===== config.mk =====
export PLATFORM = sky130hd
export DESIGN_NAME = gpio_irq_ctrl_flat
export DESIGN_NICKNAME = d
export VERILOG_FILES = /design/src/rtl/gpio_pkg.sv /design/src/rtl/gpio_irq_ctrl_if.sv /design/src/rtl/gpio_debounce_ch.sv /design/src/rtl/gpio_irq_ctrl.sv /design/src/flat_wrapper.sv
export SDC_FILE = /design/constraint.sdc
export NUM_CORES = 1
export LEC_CHECK = 0
export BUFFER_PORTS_ARGS = -buffer_cell sky130_fd_sc_hd__buf_2
export CORE_MARGIN = 2
export CORE_UTILIZATION = 55
export DETAILED_ROUTE_END_ITERATION = 8
export GPL_ROUTABILITY_DRIVEN = 0
export HOLD_SLACK_MARGIN = 0.12
export PLACE_DENSITY = 0.81
export SKIP_CTS_REPAIR_TIMING = 1
export SLEW_MARGIN = 15
export SYNTH_ARGS = -nofsm -noshare
export SYNTH_HDL_FRONTEND = slang
export SYNTH_SLANG_ARGS = --single-unit

===== constraint.sdc =====
create_clock -name clk -period 2.4 [get_ports clk]
set_clock_uncertainty 0.05 [all_clocks]
set_input_delay 0.72 -clock clk [delete_from_list [all_inputs] [get_ports clk]]
set_output_delay 0.72 -clock clk [all_outputs]
set_load 0.005 [all_outputs]

===== src/rtl/gpio_pkg.sv =====
// Shared definitions for the GPIO interrupt controller: register map, channel limit,
// and byte-lane helpers used by the Wishbone register file.
package gpio_pkg;

    localparam int unsigned MAX_IO = 32;

    // Register index = wb_adr_i[4:2]; byte offset = index * 4
    typedef enum logic [2:0] {
        RegDout     = 3'd0,
        RegDir      = 3'd1,
        RegDin      = 3'd2,
        RegRiseEn   = 3'd3,
        RegFallEn   = 3'd4,
        RegStatus   = 3'd5,
        RegDebLimit = 3'd6,
        RegRsvd     = 3'd7
    } reg_sel_e;

    localparam logic [4:0] OFS_DOUT      = 5'h00;
    localparam logic [4:0] OFS_DIR       = 5'h04;
    localparam logic [4:0] OFS_DIN       = 5'h08;
    localparam logic [4:0] OFS_RISE_EN   = 5'h0C;
    localparam logic [4:0] OFS_FALL_EN   = 5'h10;
    localparam logic [4:0] OFS_STATUS    = 5'h14;
    localparam logic [4:0] OFS_DEB_LIMIT = 5'h18;
    localparam logic [4:0] OFS_RSVD      = 5'h1C;

    function automatic logic [31:0] byte_mask(input logic [3:0] sel);
        logic [31:0] mask;
        for (int b = 0; b < 4; b++) begin
            mask[b*8 +: 8] = {8{sel[b]}};
        end
        return mask;
    endfunction

    function automatic logic [31:0] byte_merge(input logic [31:0] old_val,
                                               input logic [31:0] new_val,
                                               input logic [3:0]  sel);
        logic [31:0] mask;
        mask = byte_mask(sel);
        return (new_val & mask) | (old_val & ~mask);
    endfunction

endpackage


===== src/rtl/gpio_irq_ctrl_if.sv =====
// Wishbone classic slave bus bundle for the GPIO interrupt controller.
interface gpio_irq_ctrl_if;

    logic        wb_cyc_i;
    logic        wb_stb_i;
    logic        wb_we_i;
    logic [4:0]  wb_adr_i;
    logic [31:0] wb_dat_i;
    logic [3:0]  wb_sel_i;
    logic [31:0] wb_dat_o;
    logic        wb_ack_o;

    modport master (
        output wb_cyc_i, wb_stb_i, wb_we_i, wb_adr_i, wb_dat_i, wb_sel_i,
        input  wb_dat_o, wb_ack_o
    );

    modport slave (
        input  wb_cyc_i, wb_stb_i, wb_we_i, wb_adr_i, wb_dat_i, wb_sel_i,
        output wb_dat_o, wb_ack_o
    );

endinterface


===== src/rtl/gpio_debounce_ch.sv =====
// One GPIO input channel: 2-flop synchroniser, tick-based debouncer holding the stable
// value, and one-cycle rise/fall pulses derived from changes of that stable value.
module gpio_debounce_ch (
    input  logic clk,
    input  logic reset_n,
    input  logic pad_i,
    input  logic tick_i,
    input  logic bypass_i,
    output logic stable_o,
    output logic rise_o,
    output logic fall_o
);

    logic sync1_q, sync2_q;
    logic samp_q;
    logic stable_q, stable_d;

    // Edges are taken from the next-state so the status register sees them one cycle
    // after the synchroniser output changes.
    always_comb begin
        stable_d = stable_q;
        if (bypass_i) begin
            stable_d = sync2_q;
        end else if (tick_i && (sync2_q == samp_q)) begin
            stable_d = sync2_q;
        end
    end

    always_ff @(posedge clk or negedge reset_n) begin
        if (!reset_n) begin
            sync1_q  <= 1'b0;
            sync2_q  <= 1'b0;
            samp_q   <= 1'b0;
            stable_q <= 1'b0;
        end else begin
            sync1_q  <= pad_i;
            sync2_q  <= sync1_q;
            if (tick_i) begin
                samp_q <= sync2_q;
            end
            stable_q <= stable_d;
        end
    end

    assign stable_o = stable_q;
    assign rise_o   = stable_d & ~stable_q;
    assign fall_o   = ~stable_d & stable_q;

endmodule


===== src/rtl/gpio_irq_ctrl.sv =====
// GPIO controller with Wishbone register file, debounced inputs, per-channel edge
// interrupt enables, sticky W1C status and a registered level interrupt.
module gpio_irq_ctrl
    import gpio_pkg::*;
#(
    parameter int unsigned NUM_IO = 32,
    parameter int unsigned DEB_W  = 16
) (
    input  logic              clk,
    input  logic              reset_n,
    gpio_irq_ctrl_if.slave    bus,
    input  logic [NUM_IO-1:0] io_i,
    output logic [NUM_IO-1:0] io_o,
    output logic [NUM_IO-1:0] io_oe,
    output logic              irq_o
);

    reg_sel_e          sel_reg;
    logic              req, wr;
    logic              ack_q;
    logic [31:0]       rdata, rdata_q, wdata;
    logic [NUM_IO-1:0] dout_q, dir_q, rise_en_q, fall_en_q;
    logic [NUM_IO-1:0] status_q, status_d, status_set, status_clr;
    logic [NUM_IO-1:0] stable, rise, fall;
    logic [DEB_W-1:0]  deb_limit_q, cnt_q, cnt_d;
    logic              tick, bypass;
    logic              irq_q;
    logic              unused_adr;

    assign unused_adr = ^bus.wb_adr_i[1:0];

    // A request is taken only when no ack is outstanding, so a held strobe acks every
    // other cycle.
    assign req     = bus.wb_cyc_i & bus.wb_stb_i & ~ack_q;
    assign wr      = req & bus.wb_we_i;
    assign sel_reg = reg_sel_e'(bus.wb_adr_i[4:2]);

    always_comb begin
        rdata = '0;
        unique case (sel_reg)
            RegDout:     rdata = 32'(dout_q);
            RegDir:      rdata = 32'(dir_q);
            RegDin:      rdata = 32'(stable);
            RegRiseEn:   rdata = 32'(rise_en_q);
            RegFallEn:   rdata = 32'(fall_en_q);
            RegStatus:   rdata = 32'(status_q);
            RegDebLimit: rdata = 32'(deb_limit_q);
            RegRsvd:     rdata = '0;
            default:     rdata = '0;
        endcase
    end

    assign wdata = byte_merge(rdata, bus.wb_dat_i, bus.wb_sel_i);

    // Prescaler: 0..DEB_LIMIT, tick on wrap, restarted by any DEB_LIMIT write
    assign tick   = (cnt_q == deb_limit_q);
    assign bypass = (deb_limit_q == '0);

    always_comb begin
        if (wr && (sel_reg == RegDebLimit)) begin
            cnt_d = '0;
        end else if (tick) begin
            cnt_d = '0;
        end else begin
            cnt_d = cnt_q + 1'b1;
        end
    end

    for (genvar i = 0; i < NUM_IO; i++) begin : g_ch
        gpio_debounce_ch u_ch (
            .clk      (clk),
            .reset_n  (reset_n),
            .pad_i    (io_i[i]),
            .tick_i   (tick),
            .bypass_i (bypass),
            .stable_o (stable[i]),
            .rise_o   (rise[i]),
            .fall_o   (fall[i])
        );
    end

    // New events take priority over a simultaneous write-1-to-clear
    assign status_set = (rise & rise_en_q) | (fall & fall_en_q);
    assign status_clr = (wr && (sel_reg == RegStatus)) ?
                        NUM_IO'(bus.wb_dat_i & byte_mask(bus.wb_sel_i)) : '0;
    assign status_d   = (status_q & ~status_clr) | status_set;

    always_ff @(posedge clk or negedge reset_n) begin
        if (!reset_n) begin
            ack_q       <= 1'b0;
            rdata_q     <= '0;
            dout_q      <= '0;
            dir_q       <= '0;
            rise_en_q   <= '0;
            fall_en_q   <= '0;
            deb_limit_q <= '0;
            cnt_q       <= '0;
            status_q    <= '0;
            irq_q       <= 1'b0;
        end else begin
            ack_q   <= req;
            rdata_q <= req ? rdata : '0;
            if (wr) begin
                unique case (sel_reg)
                    RegDout:     dout_q      <= NUM_IO'(wdata);
                    RegDir:      dir_q       <= NUM_IO'(wdata);
                    RegRiseEn:   rise_en_q   <= NUM_IO'(wdata);
                    RegFallEn:   fall_en_q   <= NUM_IO'(wdata);
                    RegDebLimit: deb_limit_q <= DEB_W'(wdata);
                    default:     ;
                endcase
            end
            cnt_q    <= cnt_d;
            status_q <= status_d;
            irq_q    <= |status_q;
        end
    end

    assign bus.wb_ack_o = ack_q;
    assign bus.wb_dat_o = rdata_q;
    assign io_o         = dout_q;
    assign io_oe        = dir_q;
    assign irq_o        = irq_q;

endmodule


===== src/flat_wrapper.sv =====
// flat-port wrapper written by rule: the top's interface ports become plain ports
module gpio_irq_ctrl_flat import gpio_pkg::*;
#(
    parameter int unsigned NUM_IO = 32,
    parameter int unsigned DEB_W  = 16
)
  (clk, reset_n, io_i, io_o, io_oe, irq_o, bus_wb_cyc_i, bus_wb_stb_i, bus_wb_we_i, bus_wb_adr_i, bus_wb_dat_i, bus_wb_sel_i, bus_wb_dat_o, bus_wb_ack_o);
  gpio_irq_ctrl_if bus_i ();
  input  logic clk;
  input  logic reset_n;
  input  logic [NUM_IO-1:0] io_i;
  output logic [NUM_IO-1:0] io_o;
  output logic [NUM_IO-1:0] io_oe;
  output logic irq_o;
  input wire logic [$bits(bus_i.wb_cyc_i)-1:0] bus_wb_cyc_i;
  input wire logic [$bits(bus_i.wb_stb_i)-1:0] bus_wb_stb_i;
  input wire logic [$bits(bus_i.wb_we_i)-1:0] bus_wb_we_i;
  input wire logic [$bits(bus_i.wb_adr_i)-1:0] bus_wb_adr_i;
  input wire logic [$bits(bus_i.wb_dat_i)-1:0] bus_wb_dat_i;
  input wire logic [$bits(bus_i.wb_sel_i)-1:0] bus_wb_sel_i;
  output wire logic [$bits(bus_i.wb_dat_o)-1:0] bus_wb_dat_o;
  output wire logic [$bits(bus_i.wb_ack_o)-1:0] bus_wb_ack_o;
  assign bus_i.wb_cyc_i = bus_wb_cyc_i;
  assign bus_i.wb_stb_i = bus_wb_stb_i;
  assign bus_i.wb_we_i = bus_wb_we_i;
  assign bus_i.wb_adr_i = bus_wb_adr_i;
  assign bus_i.wb_dat_i = bus_wb_dat_i;
  assign bus_i.wb_sel_i = bus_wb_sel_i;
  assign bus_wb_dat_o = bus_i.wb_dat_o;
  assign bus_wb_ack_o = bus_i.wb_ack_o;
  gpio_irq_ctrl #(.NUM_IO(NUM_IO), .DEB_W(DEB_W)) u_core (.clk(clk), .reset_n(reset_n), .bus(bus_i), .io_i(io_i), .io_o(io_o), .io_oe(io_oe), .irq_o(irq_o));
endmodule

==> flow_metrics.tcl, run 1 <==
set metrics [dict create \
    status "completed" \
    cp_top_family "multiplexers" \
    arrival_ns 2.76 \
    crit_path_end_kind "flop" \
    fp.coreArea_um2 29700 \
    fin_crit_ns 2.36 \
    clock_power_share 0.309 \
    synth.distinct_cells 68 \
    grt_pass1_wl_um 77500 \
    die_area_um2 31700 \
    crit_type "input pin to flop" \
    root_buffer "clkbuf_16" \
    yosysSeqAreaShare 0.532 \
    hold_violations 0 \
    drc_errors 0 \
    grt_pass1_vias 13700 \
    synth_top_area_share 0.532 \
    cts_tree "yes" \
    netlist_instances 1582 \
    drt_iter0_drc 1815 \
    drtAntennaViolNets 0 \
    setup_slack_ns 0.0423 \
    clock-sinks 354 \
    final_common_cell "dfrtp_1" \
    syn-num-nets 1661 \
    worstPathBufferInverterCount 2 \
    grt_max_degree 68 \
    htreeDepth 2 \
    period_share 0.982 \
    drv_slew 0 \
    async_flop_share 1.00 \
    die_w_um 178 \
    comb_power_share 0.231 \
    area_delta_synth_final_pct 21.2 \
    power.switching_mw 6.01 \
    fin_nets 1930 \
    ioPinCount 176 \
    cpPeakStageDelay_ns 0.49 \
    min_path_type "input pin to flop" \
    p_int_mw 12.6 \
    yosys.area.top_type "dfrtp_1" \
    setup_viol 0 \
    clockBufferDepth 3 \
    dp_hpwl_um 35500 \
    synth.area.top_cells "dfrtp_1 53%, mux2_2 6.2%, nand2_1 4.5%" \
    slew_headroom 0.587 \
    drv_cap 0 \
    dpl_cell_area_um2 18900 \
    leakage_nw 9.40 \
    final_cell_mix "354 x dfrtp_1, 200 x nand2_1, 172 x buf_2, 131 x nor2_1, 131 x buf_4" \
    ys_ff_latch 354 \
    vias_per_cell 6.33 \
    die-height_um 178 \
    max_slew.worst_pin.slew_ns 0.602 \
    cpMaxStageDelayCell "mux2i_1" \
    peakVddDrop_mv 0.443 \
    crit_path_start_kind "input pin" \
    ys_warn_count 0 \
    start_util 0.560 \
    swShare 0.323 \
    drive_gt1_frac 0.278 \
    rows 63 \
    cpMostUsedCell "mux2i_1" \
    gr-total-overflow 0 \
    fmax_mhz 424 \
    wirelength_um 50600 \
    synth_edf_count 0 \
    cp.required_ns 2.80 \
    dr.pass1.iters 6 \
    synth_area_per_cell_um2 10.5 \
    grt_util_all_layers 0.319 \
    cts_buffers 36 \
    portBuffers 173 \
    drt-wirelength-per-cell_um 22.3 \
    dpl_worst_slack_ns -0.375 \
    synth_area_um2 16700 \
    cp_max_fo 15 \
    design_area_um2 20200 \
    clock_latency_ns 0.53 \
    seq_power_share 0.460 \
    antenna_found_initial 2 \
    synth_ff_type "dfrtp_1" \
    p_per_area_nw_per_um2 921 \
    dr_total_vias 14400 \
    clk_transition_reported_paths_ns 0.06 \
    crit_chain "buf_2 -> nor2b_4 -> buf_4 -> o2bb2ai_1 -> mux2i_1 -> mux2i_1 -> mux2_2" \
]
-- cells by family after synthesis --
| family | Yosys count | synth area share |
|---|---|---|
| adders and majority gates | 1 | 0.000751 |
| AOI/OAI and AO/OA | 372 | 0.157 |
| muxes | 142 | 0.0991 |
| DFF | 354 | 0.532 |
| buffers and inverters | 145 | 0.0443 |
| and+or+nand+nor | 538 | 0.152 |
| xor gates and xnor gates | 30 | 0.0158 |
-- worst register-to-register path, stage by stage, from the launching register on --
cell	delay, ns
dfrtp_1	0.48
nor4_2	0.38
and4_4	0.38
buf_12	0.26
nor2_1	0.08
o31ai_1	0.42
a22o_1	0.23
-- worst paths after layout --
kind	slack [ns]	cells after the start	startpoint	end
worst max register to register	0.05	6	u_core.deb_limit_q[15]	u_core.status_q[2]
max in group asynchronous	1.01	3	reset_n	u_core.status_q[17]
min in group asynchronous	0.63	2	reset_n	u_core.deb_limit_q[14]
worst min-delay path	0.25	1	io_i[14]	u_core.g_ch[14].u_ch.sync1_q
worst max-delay path	0.04	7	bus_wb_adr_i[3]	u_core.deb_limit_q[11]
worst min register to register	0.29	0	u_core.g_ch[0].u_ch.sync1_q	u_core.g_ch[0].u_ch.sync2_q
-- per-stage QoR --
stage / instances / power, mW / utilization / hold slack [ns] / setup TNS [ns]
after floorplan: 1582 / 10.7 / - / 0.281 / 0
after global placement: 2202 / 12.3 / 0.637 / 0.282 / -26.16
after detailed placement: 2202 / 12.6 / 0.637 / 0.285 / -31.81
after CTS: 2267 / 18.4 / 0.677 / 0.0296 / -0.000683
after global routing: 2269 / 19.4 / 0.680 / 0.240 / -0.0258
final: 2269 / 18.6 / 0.680 / 0.247 / 0
-- power groups by stage --
stage | Sequential (mW) | Clock [mW] | Combinational [mW]
2_1_floorplan | 8.08 | 0 | 2.67
3_3_place_gp | 8.44 | 0 | 3.87
3_5_place_dp | 8.54 | 0 | 4.11
4_1_cts | 8.45 | 5.78 | 4.19
5_1_grt | 8.66 | 6.04 | 4.67
6_report | 8.57 | 5.75 | 4.29
-- synth_stat cells (5+ instances only) --
cell / n
xor2_1: 23
o311ai_0: 28
nor3b_1: 8
nor3_1: 11
o31ai_1: 30
nor2_1: 133
a22oi_1: 14
and3_1: 5
buf_6: 11
o21ai_0: 60
buf_2: 44
inv_1: 44
xnor2_1: 7
a221oi_1: 14
mux4_2: 9
nand3_1: 51
a21oi_1: 93
nor4_1: 13
mux2_2: 92
o31ai_2: 5
buf_4: 15
or3_1: 34
o22ai_1: 13
nand2b_1: 44
nor2b_1: 7
dfrtp_1: 354
o21ai_1: 9
a211o_1: 24
and4_1: 6
clkbuf_1: 26
nand2_1: 200
nand4_1: 10
mux2i_1: 40
o2bb2ai_1: 14
a22o_1: 29
-- cell type report --
cell class,instances,area (um2)
Clock buffer,49,1010
Sequential cell,354,8860
Inverter,48,180
Antenna cell,1,2.50
Multi-Input combinational cell,1083,7130
Tap cell,390,488
Clock inverter,16,198
Timing Repair Buffer,328,2330
Fill cell,2165,9520
-- registers in the layout, indices dropped and copies added (netlist names) --
| name | cells |
|---|---|
| u_core.io_oe | 32 |
| u_core.rise_en_q | 32 |
| u_core.g_ch.u_ch.samp_q | 32 |
| u_core.fall_en_q | 32 |
| u_core.io_o | 32 |
| u_core.deb_limit_q | 16 |
| u_core.g_ch.u_ch.sync1_q | 32 |
| u_core.g_ch.u_ch.sync2_q | 32 |
| u_core.bus.wb_dat_o | 32 |
| u_core.status_q | 32 |
| u_core.g_ch.u_ch.stable_o | 32 |
| u_core.irq_o | 1 |
| u_core.bus.wb_ack_o | 1 |
| u_core.cnt_q | 16 |
-- metal layers --
metal	part of all wire	track usage
met5	0.00036	0
met3	0.13	0.0842
met2	0.43	0.455
met1	0.40	0.466
met4	0.037	0.121
(Power assumes the default switching activity.)
==> inputs of run 2 (changes only) <==
--- a/config.mk
+++ b/config.mk
@@ -12,6 +12,7 @@
 export GPL_ROUTABILITY_DRIVEN = 0
 export HOLD_SLACK_MARGIN = 0.12
 export PLACE_DENSITY = 0.81
+export SETUP_SLACK_MARGIN = 0.02
 export SKIP_CTS_REPAIR_TIMING = 1
 export SLEW_MARGIN = 15
 export SYNTH_ARGS = -nofsm -noshare
==> constraint.sdc (replaced) <==
create_clock -name clk -period 2.4 [get_ports clk]
set_clock_uncertainty 0.05 [all_clocks]
set_input_delay 0.12 -clock clk [delete_from_list [all_inputs] [get_ports clk]]
set_output_delay 0.12 -clock clk [all_outputs]
set_load 0.005 [all_outputs]
==> run 2 against run 1 <==
Sequential power fell by 0.5%. Clock power rose by 4.2%. Via count fell by 2.0%. Register-to-register slack improved by 0.06 ns. Critical path type is now flop to flop. Highest routed layer is now met4. Maximum frequency rose by 2.8%. Combinational power fell by 5.8%. Non-clock buffer count fell by 26. Global-route usage fell by 1.4 points.
==> flow_metrics.tcl, run 2 (synthesis gave the netlist of run 1 again) <==
set metrics [dict create \
    arrival_ns 2.71 \
    r2r_cells 6 \
    rows 63 \
    clock-sinks 354 \
    cp.required_ns 2.82 \
    dr.pass1.iters 6 \
    min_path_type "input pin to async pin" \
    drtAntennaViolNets 0 \
    clockBufferDepth 3 \
    final_cell_mix "354 x dfrtp_1, 200 x nand2_1, 172 x buf_2, 131 x nor2_1, 93 x a21oi_1" \
    crit_chain "nor4_2 -> and4_4 -> buf_12 -> nor2_1 -> o31ai_1 -> a22o_1" \
    grt_pass1_wl_um 74300 \
    wirelength_um 49000 \
    start_util 0.560 \
    period_share 0.956 \
    gr-total-overflow 0 \
    ioPinCount 176 \
    portBuffers 173 \
    worstPathBufferInverterCount 1 \
    hold_violations 0 \
    startpoint "u_core.deb_limit_q[12]" \
    antenna_found_initial 0 \
    p_per_area_nw_per_um2 923 \
    cts_buffers 37 \
    die_area_um2 31700 \
    fin_crit_ns 2.29 \
    setup_viol 0 \
    dp_hpwl_um 33600 \
    final_cells 2244 \
    final_common_cell "dfrtp_1" \
    dr_total_vias 14100 \
    drt-wirelength-per-cell_um 21.9 \
    cp_top_family "simple AND/OR/NAND/NOR gates" \
    fin_nets 1905 \
    die-height_um 178 \
    grt_max_degree 74 \
    dp.cells 2105 \
    cpMaxStageDelayCell "dfrtp_1" \
    drv_slew 0 \
    slew_headroom 0.495 \
    crit_type "flop to flop" \
    drc_errors 0 \
    cp_max_fo 54 \
    clock_latency_ns 0.53 \
    fmax_mhz 436 \
    status "completed" \
    reg2reg_to "u_core.status_q[9]" \
    grt_setup_unrepaired "false" \
    drv_cap 0 \
    reg2reg_from "u_core.deb_limit_q[12]" \
    crit_path_end_kind "flop" \
    cts_tree "yes" \
    grt_util_all_layers 0.305 \
    leakage_nw 9.19 \
    max_slew.worst_pin.slew_ns 0.751 \
    die_w_um 178 \
    drive_gt1_frac 0.228 \
    grt_pass1_vias 12900 \
    ff2ff_setup_slack_ns 0.11 \
    peakVddDrop_mv 0.450 \
    clk_transition_reported_paths_ns 0.06 \
    root_buffer "clkbuf_16" \
    crit_path_start_kind "flop" \
    fill_cells 2111 \
    drt_iter0_drc 2062 \
    multi_input_area_um2 7080 \
    htreeDepth 2 \
    vias_per_cell 6.27 \
    fp.coreArea_um2 29700 \
    n_antenna_cell 0 \
    setup-tns-final_ns 0 \
    area_delta_synth_final_pct 20.7 \
    register_area_um2 8860 \
    cpPeakStageDelay_ns 0.46 \
]
run 2: cell types whose count changed in the layout (fill, tap and decap cells not counted), moves of 7 or more:
cell           previous run  this run
buf_12                   23        16
buf_4                   131        41
clkinvlp_4                1         8
dlygate4sd3_1             1        72
o31ai_1                  22        29
o31ai_2                  13         6
run 2: worst max path at each step:
stage                                         to  slack, ns  cells past startpoint
final                         u_core.status_q[9]       0.11                      6
after global routing         u_core.status_q[27]       0.02                      6
after CTS                    u_core.status_q[11]       0.15                      6
after detailed placement        u_core.io_oe[28]       0.07                      7
after global placement          u_core.io_oe[28]       0.13                      7
after floorplan           u_core.deb_limit_q[10]       0.52                      6
run 2: layout make-up:
class | count | share of cell area
Tap cell | 390 | 0.0243
Inverter | 48 | 0.00896
Multi-Input combinational cell | 1083 | 0.352
Clock buffer | 45 | 0.0500
Sequential cell | 354 | 0.441
Clock inverter | 22 | 0.0133
Timing Repair Buffer | 302 | 0.111
run 2: metal layers:
layer,vias up,part of all wire,global-route usage
li1,6178,-,-
met1,6807,0.41,0.461
met2,939,0.42,0.421
met3,154,0.12,0.0776
met4,0,0.041,0.113
met5,-,0,0
run 2: per-stage QoR:
stage                     power, mW  setup WS [ns]  hold slack, ns  instance area (um2)  utilization
after global routing           19.4         0.0234           0.164                20100        0.676
after CTS                      18.4          0.145          -0.452                19400        0.652
after global placement         12.1          0.129          0.0868                18100        0.609
after floorplan                10.7          0.525          -0.226                16700            -
final                          18.6          0.106           0.110                20100        0.676
after detailed placement       12.4         0.0694          0.0928                18100        0.609
run 2: report_power, final:
group / switching (mW) / internal [mW] / total (mW)
Sequential: 1.39 / 7.14 / 8.53
Combinational: 2.10 / 1.94 / 4.04
Clock: 2.44 / 3.55 / 5.99
==> inputs of run 3 (changes only) <==
--- a/config.mk
+++ b/config.mk
@@ -11,10 +11,12 @@
 export DETAILED_ROUTE_END_ITERATION = 8
 export GPL_ROUTABILITY_DRIVEN = 0
 export HOLD_SLACK_MARGIN = 0.12
+export MAX_ROUTING_LAYER = met4
 export PLACE_DENSITY = 0.81
 export SETUP_SLACK_MARGIN = 0.02
 export SKIP_CTS_REPAIR_TIMING = 1
 export SLEW_MARGIN = 15
 export SYNTH_ARGS = -nofsm -noshare
 export SYNTH_HDL_FRONTEND = slang
+export SYNTH_HIERARCHICAL = 1
 export SYNTH_SLANG_ARGS = --single-unit
==> constraint.sdc (replaced) <==
create_clock -name clk -period 2.5 [get_ports clk]
set_clock_uncertainty 0.05 [all_clocks]
set_input_delay 0.125 -clock clk [delete_from_list [all_inputs] [get_ports clk]]
set_output_delay 0.125 -clock clk [all_outputs]
set_load 0.005 [all_outputs]
==> run 3 against run 2 <==
Total power fell by 9.5%. Sequential power decreased by 8.0%. Die area rose by 2.9%. Clock power fell by 2%. Cell area grew 3.6%. Sequential share of layout area down 1.5 points. Wire length up 0.59%.
==> flow_metrics.tcl, run 3 <==
set metrics [dict create \
    grt_max_degree 86 \
    dp.cells 2118 \
    status "completed" \
    yosysSeqAreaShare 0.517 \
    crit_type "flop to flop" \
    cts_buffers 38 \
    hold_violations 0 \
    clock-sinks 354 \
    crit_chain "xnor2_1 -> nand4_1 -> nor4_4 -> buf_12 -> nor2b_4 -> o211a_1 -> a221o_1" \
    p_per_area_nw_per_um2 807 \
    arrival_ns 2.85 \
    dp_hpwl_um 33000 \
    drv_cap 0 \
    cpMaxStageDelayCell "dfrtp_1" \
    synth_area_um2 17100 \
    ioPinCount 176 \
    grt_pass1_vias 14000 \
    drt-wirelength-per-cell_um 21.9 \
    wirelength_um 49300 \
    final_common_cell "dfrtp_1" \
    root_buffer "clkbuf_16" \
    design_area_um2 20800 \
    area_delta_synth_final_pct 21.5 \
    synth_edf_count 0 \
    portBuffers 173 \
    vias_per_cell 6.40 \
    drv_slew 0 \
    reg2reg_from "u_core/cnt_q[6]" \
    gr-usage-met3 0.0560 \
    period_share 0.977 \
    finish.utilization 0.679 \
    crit_path_end_kind "flop" \
    cp_max_fo 85 \
    final_cells 2256 \
    die_w_um 181 \
    top_usage_layer "met2" \
    fmax_mhz 410 \
    drtAntennaViolNets 0 \
    cp.required_ns 2.91 \
    syn-num-nets 1634 \
    final_cell_mix "354 x dfrtp_1, 171 x buf_2, 109 x a21oi_1, 103 x nor2_1, 95 x o21ai_0" \
    clock_latency_ns 0.53 \
    r2r_cells 7 \
    die_area_um2 32600 \
    fin_nets 1908 \
    min_path_type "input pin to async pin" \
    met2_usage 0.458 \
    setup_viol 0 \
    dr_total_vias 14400 \
    gr-total-overflow 0 \
    netlist_instances 1555 \
    drt_iter0_drc 1734 \
    grt_util_all_layers 0.305 \
    dpl_cell_area_um2 18800 \
    grt_setup_unrepaired "true" \
    ys_ff_latch 354 \
    rows 64 \
    antenna_found_initial 1 \
    htreeDepth 2 \
    leakage_nw 9.53 \
    die-height_um 181 \
    holdWs_ns 0.0968 \
    ff2ff_setup_slack_ns 0.06 \
    fill_cells 2204 \
    cpPeakStageDelay_ns 0.44 \
    synth.distinct_cells 77 \
    async_flop_share 1.00 \
    slew_headroom 0.470 \
    dr.pass1.iters 6 \
    yosys.area.top_type "dfrtp_1" \
    synth.area.top_cells "dfrtp_1 52%, mux2_2 4.4%, a21oi_1 3.2%" \
    drc_errors 0 \
    ys_warn_count 6 \
    synthTopCellsByCount "354 x dfrtp_1, 109 x a21oi_1, 103 x nor2_1, 95 x o21ai_0, 67 x mux2_2" \
    crit_path_start_kind "flop" \
    synth_area_per_cell_um2 11.0 \
    peakVddDrop_mv 0.548 \
    synth_top_area_share 0.517 \
    grtUsageMet1 0.398 \
    grt_pass1_wl_um 77000 \
    fin_crit_ns 2.44 \
    drive_gt1_frac 0.268 \
    cts_tree "yes" \
    start_util 0.559 \
    clockBufferDepth 3 \
    max_slew.worst_pin.slew_ns 0.794 \
    clk_transition_reported_paths_ns 0.06 \
    synth.most_common_cell "dfrtp_1" \
    synth_ff_type "dfrtp_1" \
    fp.coreArea_um2 30700 \
    reg2reg_to "u_core/status_q[27]" \
    setup-tns-final_ns 0 \
]
## run 3: changes by cell type after synthesis, sizes merged, moves of 28 or more
cell   change
nor3      +40
inv       +46
nor2      -31
nor2b     +39
a221o     +42
o21ai     +30
o211a     +32
buf       -28
a22o      -28
nand2    -139
## run 3: where the power goes
| group | switching [mW] | internal, mW |
|---|---|---|
| combinational | 1.60 | 1.50 |
| clock | 2.32 | 3.54 |
| sequential | 1.14 | 6.71 |
## run 3: logic make-up (layout without fill, tap and decap cells)
| logic type | count (synthesis) | in the layout | synth area share |
|---|---|---|---|
| mux | 93 | 93 | 0.0606 |
| simple gates | 428 | 428 | 0.150 |
| xor+xnor | 28 | 28 | 0.0143 |
| buf+inv | 172 | 476 | 0.0426 |
| other cells | 0 | 1 | 0 |
| compound gates | 479 | 479 | 0.215 |
| fa+ha+maj | 1 | 1 | 0.000730 |
| flops | 354 | 354 | 0.517 |
## run 3: worst max-delay path by stage
stage	start	endpoint	slack, ns	cells past startpoint
2_1_floorplan	u_core/cnt_q[9]	u_core/status_q[0]	0.03	7
3_3_place_gp	u_core/cnt_q[9]	u_core/status_q[13]	0.23	8
3_5_place_dp	u_core/deb_limit_q[6]	u_core/status_q[30]	0.16	8
4_1_cts	u_core/cnt_q[6]	u_core/status_q[11]	0.14	8
5_1_grt	u_core/cnt_q[6]	u_core/status_q[27]	-0.01	7
6_report	u_core/cnt_q[6]	u_core/status_q[27]	0.06	7
## run 3: worst max-delay path: cells and delay by family (launching register included)
family,cells,cell delay (ns)
flops,1,0.44
buf+inv,1,0.37
xor+xnor,1,0.26
compound gates,2,0.34
simple gates,3,0.85
## run 3: layer usage
layer	vias to the layer above	wire length [um]
met4	0	2930
met3	211	4490
met2	792	22600
met1	7125	19300
li1	6314	-
met5	-	0
## run 3: layout make-up
class                           count  area (um2)  share of cell area
Antenna cell                        1        2.50            0.000120
Clock inverter                     19         241              0.0116
Inverter                           96         360              0.0173
Sequential cell                   354        8860               0.425
Tap cell                          396         495              0.0238
Timing Repair Buffer              310        2230               0.107
Multi-Input combinational cell   1029        7570               0.363
Clock buffer                       51        1070              0.0514
## run 3: metrics by stage
step / total power, mW / worst slack, ns
floorplan: 9.46 / 0.0292
global placement: 10.6 / 0.228
detailed placement: 10.8 / 0.160
CTS: 16.7 / 0.139
global route: 17.5 / -0.0101
finish: 16.8 / 0.0582
